--- src/rtl/itcm_port_arbiter.sv ---
// ITCM single-port SRAM sequencer: boot auto-load, then fetch/AXI arbitration
// with fetch priority and a bounded AXI wait.
module itcm_port_arbiter #(
  parameter int unsigned           DATA_WIDTH   = 32,
  parameter int unsigned           ADDR_WIDTH   = 32,
  parameter int unsigned           WORD_AW      = 13,
  parameter logic [ADDR_WIDTH-1:0] ITCM_BASE    = '0,
  parameter int unsigned           LOAD_WORDS   = 8192,
  parameter int unsigned           AXI_MAX_WAIT = 4
) (
  input  logic                  clk,
  input  logic                  rstn,
  input  logic                  i_load_valid,
  input  logic [DATA_WIDTH-1:0] i_load_data,
  output logic                  o_load_busy,
  input  logic                  i_instr_req,
  input  logic [ADDR_WIDTH-1:0] i_instr_addr,
  output logic                  o_instr_gnt,
  output logic                  o_instr_rvalid,
  output logic [DATA_WIDTH-1:0] o_instr_rdata,
  input  logic                  i_axi_req,
  input  logic                  i_axi_wr,
  input  logic [ADDR_WIDTH-1:0] i_axi_addr,
  input  logic [3:0]            i_axi_be,
  input  logic [DATA_WIDTH-1:0] i_axi_wdata,
  output logic                  o_axi_gnt,
  output logic                  o_axi_rvalid,
  output logic [DATA_WIDTH-1:0] o_axi_rdata,
  output logic                  o_mem_ce,
  output logic                  o_mem_we,
  output logic [WORD_AW-1:0]    o_mem_addr,
  output logic [3:0]            o_mem_be,
  output logic [DATA_WIDTH-1:0] o_mem_wdata,
  input  logic [DATA_WIDTH-1:0] i_mem_rdata
);

  localparam int unsigned WAIT_W = $clog2(AXI_MAX_WAIT + 1);
  localparam logic [WAIT_W-1:0]  WAIT_MAX  = WAIT_W'(AXI_MAX_WAIT);
  localparam logic [WORD_AW-1:0] LOAD_LAST = (LOAD_WORDS == 0) ? '0 : WORD_AW'(LOAD_WORDS - 1);

  typedef enum logic {S_LOAD = 1'b0, S_RUN = 1'b1} state_t;
  localparam state_t RST_STATE = (LOAD_WORDS != 0) ? S_LOAD : S_RUN;

  state_t             r_state;
  logic [WORD_AW-1:0] r_load_cnt;
  logic [WAIT_W-1:0]  r_wait_cnt;
  logic               r_instr_rvalid;
  logic               r_axi_rvalid;

  logic               w_axi_win;
  logic               w_instr_win;
  logic [WORD_AW-1:0] w_instr_word;
  logic [WORD_AW-1:0] w_axi_word;

  // Upper byte-address bits beyond the SRAM size are intentionally dropped.
  assign w_instr_word = WORD_AW'((i_instr_addr - ITCM_BASE) >> 2);
  assign w_axi_word   = WORD_AW'((i_axi_addr - ITCM_BASE) >> 2);

  always_comb begin
    w_axi_win   = 1'b0;
    w_instr_win = 1'b0;
    o_mem_ce    = 1'b0;
    o_mem_we    = 1'b0;
    o_mem_addr  = '0;
    o_mem_be    = 4'h0;
    o_mem_wdata = '0;
    case (r_state)
      S_LOAD: begin
        if (i_load_valid) begin
          o_mem_ce    = 1'b1;
          o_mem_we    = 1'b1;
          o_mem_addr  = r_load_cnt;
          o_mem_be    = 4'hF;
          o_mem_wdata = i_load_data;
        end else begin
          o_mem_ce = 1'b0;
        end
      end
      S_RUN: begin
        // Fetch has priority until AXI has been denied AXI_MAX_WAIT cycles in a row.
        if (i_axi_req && (!i_instr_req || (r_wait_cnt == WAIT_MAX))) begin
          w_axi_win   = 1'b1;
          o_mem_ce    = 1'b1;
          o_mem_we    = i_axi_wr;
          o_mem_addr  = w_axi_word;
          o_mem_be    = i_axi_wr ? i_axi_be : 4'hF;
          o_mem_wdata = i_axi_wdata;
        end else if (i_instr_req) begin
          w_instr_win = 1'b1;
          o_mem_ce    = 1'b1;
          o_mem_addr  = w_instr_word;
          o_mem_be    = 4'hF;
        end else begin
          o_mem_ce = 1'b0;
        end
      end
      default: begin
        o_mem_ce = 1'b0;
      end
    endcase
  end

  always_ff @(posedge clk or negedge rstn) begin
    if (!rstn) begin
      r_state        <= RST_STATE;
      r_load_cnt     <= '0;
      r_wait_cnt     <= '0;
      r_instr_rvalid <= 1'b0;
      r_axi_rvalid   <= 1'b0;
    end else begin
      r_instr_rvalid <= w_instr_win;
      r_axi_rvalid   <= w_axi_win & ~i_axi_wr;
      if (i_axi_req && !w_axi_win) begin
        if (r_wait_cnt != WAIT_MAX) begin
          r_wait_cnt <= r_wait_cnt + WAIT_W'(1);
        end else begin
          r_wait_cnt <= r_wait_cnt;
        end
      end else begin
        r_wait_cnt <= '0;
      end
      case (r_state)
        S_LOAD: begin
          if (i_load_valid) begin
            r_load_cnt <= r_load_cnt + WORD_AW'(1);
            if (r_load_cnt == LOAD_LAST) begin
              r_state <= S_RUN;
            end else begin
              r_state <= S_LOAD;
            end
          end else begin
            r_load_cnt <= r_load_cnt;
          end
        end
        S_RUN:   r_state <= S_RUN;
        default: r_state <= RST_STATE;
      endcase
    end
  end

  assign o_load_busy    = (r_state == S_LOAD);
  assign o_instr_gnt    = w_instr_win;
  assign o_axi_gnt      = w_axi_win;
  assign o_instr_rvalid = r_instr_rvalid;
  assign o_axi_rvalid   = r_axi_rvalid;
  // SRAM already supplies data one cycle after the read, so data passes straight through.
  assign o_instr_rdata  = i_mem_rdata;
  assign o_axi_rdata    = i_mem_rdata;

endmodule
--- config.mk ---
export PLATFORM = sky130hd
export DESIGN_NAME = itcm_port_arbiter
export DESIGN_NICKNAME = d
export VERILOG_FILES = /design/src/rtl/itcm_port_arbiter.sv
export SDC_FILE = /design/constraint.sdc
export NUM_CORES = 1
export LEC_CHECK = 0
export CAP_MARGIN = 20
export CORE_AREA = 2 2 112 114
export CTS_BUF_LIST = sky130_fd_sc_hd__clkbuf_8
export CTS_CLUSTER_DIAMETER = 80
export DETAILED_ROUTE_END_ITERATION = 10
export DIE_AREA = 0 0 114 116
export GPL_TIMING_DRIVEN = 0
export HOLD_SLACK_MARGIN = 0.12
export PLACE_DENSITY = 0.64
export SETUP_SLACK_MARGIN = 0.02
export SLEW_MARGIN = 20
export SYNTH_ARGS = -nofsm -noshare
export SYNTH_HDL_FRONTEND = slang
export SYNTH_SLANG_ARGS = --single-unit
--- constraint.sdc ---
create_clock -name clk -period 4.41 [get_ports clk]
set_input_delay 0.6615 -clock clk [delete_from_list [all_inputs] [get_ports clk]]
set_output_delay 0.6615 -clock clk [all_outputs]
set_load 0.005 [all_outputs]
### After elaboration in Yosys (flattened, before gate mapping)

Index checks and enable logic that the tools add are counted.

| operators by class | value |
|---|---|
| add/sub/neg operators | 2 |
| equality and inequality tests | 4 |
| multiplexer cells | 27 |
| bitwise operators | 3 |
| reductions and logical operators | 6 |

Operator list:

| cell | number |
|---|---|
| $mux 32 | 2 |
| $pmux 32 s2 | 1 |
| $mux 13 | 3 |
| $pmux 13 s2 | 1 |
| $mux 4 | 4 |
| $add 13x1->13 const B | 1 |
| $eq 13x13->1 const B | 1 |
| $mux 1 | 10 |
| $pmux 4 s2 | 1 |
| $mux 3 | 2 |
| $pmux 1 s2 | 3 |
| $add 3x1->3 const B | 1 |
| $eq 3x3->1 const B | 1 |
| $ne 3x3->1 const B | 1 |
| $logic_and 1x1->1 | 2 |
| $logic_not 1->1 | 2 |
| $ne 2x1->1 const B | 1 |
| $not 1->1 | 2 |
| $reduce_and 2->1 | 1 |
| $and 1x1->1 | 1 |
| $logic_or 1x1->1 | 1 |

| storage, ports and cells | value |
|---|---|
| register bits after elaboration | 19 |
| input bits | 170 |
| output and inout port bits | 120 |
| word-level logic and storage cells | 47 |

### Depth between registers and ports, before layout

| depth | value |
|---|---|
| depth after elaboration | 8 |
| mapped depth | 7 |
| depth with buffers taken out | 6 |

### Worst setup path after synthesis

No wires, ideal clock.

| timing | value |
|---|---|
| path type | in2out |
| start | in i_instr_req |
| end | out o_mem_addr[10] |
| arrival time | 1437 ps |
| data required time | 3749 ps |
| slack | 2311 ps |
| stages on the path | 5 |
| path buffers | 1 |
| cell sequence | a21bo_1 -> nand3_2 -> inv_2 -> buf_6 -> a221o_1 |

| between the ends | value |
|---|---|
| cells in the longest elaborated chain, start to end | 5 |

Ends and longest elaborated chain:

| element | RTL line | RTL |
|---|---|---|
| from (decl) | 16 | `input logic i_instr_req,` |
| $logic_not 1->1 | 81 | `if (i_axi_req && (!i_instr_req \|\| (r_wait_cnt == WAIT_MAX))) begin` |
| $logic_or 1x1->1 | 81 |  |
| $logic_and 1x1->1 | 81 |  |
| $mux 13 (*) | 81 |  |
| $pmux 13 s2 (*) | 67 | `case (r_state)` |
| to (decl) | 31 | `output logic [WORD_AW-1:0] o_mem_addr,` |

Every way passes the cells marked *; elsewhere a longest branch is shown, timed or not.

### Final worst setup path

| timing | value |
|---|---|
| start | in i_load_valid |
| end | out o_mem_wdata[17] |

| between the ends | value |
|---|---|
| cells in the longest elaborated chain, start to end | 2 |

Ends and longest elaborated chain:

| element | RTL line | RTL |
|---|---|---|
| from (decl) | 13 | `input logic i_load_valid,` |
| $mux 32 | 69 | `if (i_load_valid) begin` |
| $pmux 32 s2 | 67 |  |
| to (decl) | 33 | `output logic [DATA_WIDTH-1:0] o_mem_wdata,` |

Every way passes these cells.

==> flow_summary.ini <==
[layout]
fillCellCount = 1197
antenna_cells = 0
stdcell_count = 592
drive_above_1_share = 0.200
area_delta_synth_final_pct = 115
post-route-util = 0.380
layout.nets = 619

[timing]
rsz0062_at_grt = no
setup_violations = 0
fin_crit_sh = 0.750
fin_skew_ns = 0.00324
max_freq_mhz = 302
slew-limit-headroom = 0.397
hold_violations = 0
drv_slew = 0
finalCriticalPeriod_ns = 3.31
worst_slew_pin_slew_ns = 0.902
finalSetupTns_ns = 0

[die]
fp.dieH_um = 116
die-width_um = 114
core_area_sq_mm = 0.0119
num_rows = 40
pin_count = 290
start_util = 0.176
die_area_sq_mm = 0.0132

[synth]
synth_area_sq_mm = 0.00210
yosysMostFrequentCell = buf_4
syn_nets = 395
syn_avg_cell_area_sq_um = 9.46
yosysWarnings = 0
synth.area.top_cells = buf_4, dfrtp_1, a22o_1
synth_seq_cells = 19
synthArstFlopShare = 1.00
synth.top_cell.area_share = 0.247
ys_types = 34
yosys.area.top_type = buf_4
synth_edf_count = 0
synthTopCellsByCount = buf_4, a22o_1, dfrtp_1, a221o_1
yosysSeqAreaShare = 0.226
syn_inst = 222
ys.flop_type = dfrtp_1

[critical_path]
cp_max_fo = 10
cp.arrival_ns = 2.65
worstPathRequired_ns = 3.75
critPathLaunchType = primary input
r2r_start = r_load_cnt[0]$_DFFE_PN0P_
rrSetupSlack_ns = 2.92
reg2regPathDepth = 4
path_class = primary input to output port
crit_path_start = i_load_valid
cp-end-kind = output port
r2r_end = r_load_cnt[10]$_DFFE_PN0P_

[worst_hold_path]
min_from = r_load_cnt[11]$_DFFE_PN0P_
holdPathStages = 1
whs_endpoint = r_load_cnt[11]$_DFFE_PN0P_
hp-class = flip-flop to flip-flop

[global_routing]
grt-ovfl-total = 0
grt_pass1_wl_um = 14500
grt_pass1_vias = 2500
grt_max_degree = 20
groute.usage.overall = 0.144
antenna_found_initial = 0

[power]
powerDensity_mw_per_mm2 = 139
power_leakage_nw = 1.96
ir_drop_uv = 90.6
totalPowerFinal_mw = 0.626

[placement]
gp_congestion = 0.769
io_buffers = 219
hpwl_um = 8830
placed_cells = 588

[clock_tree]
cts_resized = 0
postCtsHoldBufs = 0
cts_setup_buffers = 0
cts_made_buffers = 3
clockBufferDepth = 2
htreeDepth = 1
clkLatencyLatePin_ns = 0.26
clkSlewWorstSetupHoldPaths_ns = 0.07
cts-root-buf = clkbuf_8
clock_sinks = 19
cts_tree = built

[detailed_routing]
drt_first_pass_iters = 4
drt_iter0_drc = 97
post_drt_wl_per_cell_um = 17.8
routed_wl_um = 10500
drc = 0
vias = 2551
ant_nets = 0
viasPerCell = 4.31

[job]
drv_cap = 0

[status]
status = finished, final reports clean
-- cells by family after synthesis --
family,share of synthesized area
flip-flops,0.226
adder cells (fa/ha/maj),0.0179
AO/OA/AOI/OAI,0.243
multiplexers,0.0107
XOR/XNOR,0.0542
buffers and inverters,0.300
AND/OR/NAND/NOR,0.148
-- worst max-delay path, cell delays in order --
cell             delay [ns]
clkdlybuf4s50_1        0.57
nor2b_1                0.19
buf_6                  0.15
buf_6                  0.15
buf_6                  0.15
a22o_1                 0.16
clkdlybuf4s50_1        0.62
-- worst max-delay path by stage --
stage / slack, ns / end
final: 1.10 / o_mem_wdata[17]
after global routing: 0.94 / o_mem_wdata[13]
after CTS: 1.09 / o_mem_wdata[16]
after detailed placement: 1.10 / o_mem_wdata[16]
after global placement: 1.13 / o_mem_wdata[13]
after floorplan: 2.31 / o_mem_addr[10]
-- where the power goes --
| group | switching, mW | total, mW | leakage, nW | internal, mW |
|---|---|---|---|---|
| logic | 0.0909 | 0.325 | 1.69 | 0.234 |
| registers | 0.00268 | 0.180 | 0.243 | 0.177 |
| clock network | 0.0596 | 0.122 | 0.0269 | 0.0620 |
| total | 0.153 | 0.626 | 1.96 | 0.473 |
-- cell type report --
class | count | area, sq um | share of cell area
clock buffers | 3 | 41.3 | 0.00913
clock inverters | 1 | 3.75 | 0.000830
plain buffers | 77 | 608 | 0.135
repair buffers | 219 | 2190 | 0.485
well taps | 147 | 184 | 0.0407
inverters | 6 | 22.5 | 0.00498
multi-input cells | 120 | 993 | 0.220
flip-flops and latches | 19 | 475 | 0.105
-- metal layers --
metal	up-vias	part of all wire	global-route usage
met5	-	0	0
met4	0	0.0035	0.0171
met3	5	0.096	0.0429
met2	140	0.49	0.254
met1	1213	0.41	0.179
li1	1193	-	-
-- stage by stage --
stage	setup slack (ns)	cell area, sq um	hold slack, ns
after CTS	1.09	4520	0.509
after floorplan	2.31	2100	0.366
final	1.10	4520	0.512
after global routing	0.937	4520	0.540
after detailed placement	1.10	4480	0.497
after global placement	1.13	4480	0.489
-- flip-flops by register name, indices dropped and copies added (netlist names) --
| register | cells |
|---|---|
| r_load_cnt | 13 |
| r_wait_cnt | 3 |
| o_axi_rvalid | 1 |
| o_instr_rvalid | 1 |
| r_state | 1 |
-- layout by cell type (no fill, tap or decap), types with 2 or more instances in the layout --
cell and n:
a211o_1 4, a221o_1 13, a22o_1 32, and2_0 5, and2_1 8, and3_1 2, buf_4 69, buf_6 8
clkbuf_8 3, clkdlybuf4s50_1 219, dfrtp_1 19, ha_1 3, inv_1 6, mux2_2 2, nand2_1 6, nand2b_1 5
nand3_2 2, nand4_1 4, nor2_1 2, nor3_1 3, nor4_1 4, xnor2_1 5, xor2_1 8
No activity file was read; power rests on OpenSTA's default activity.
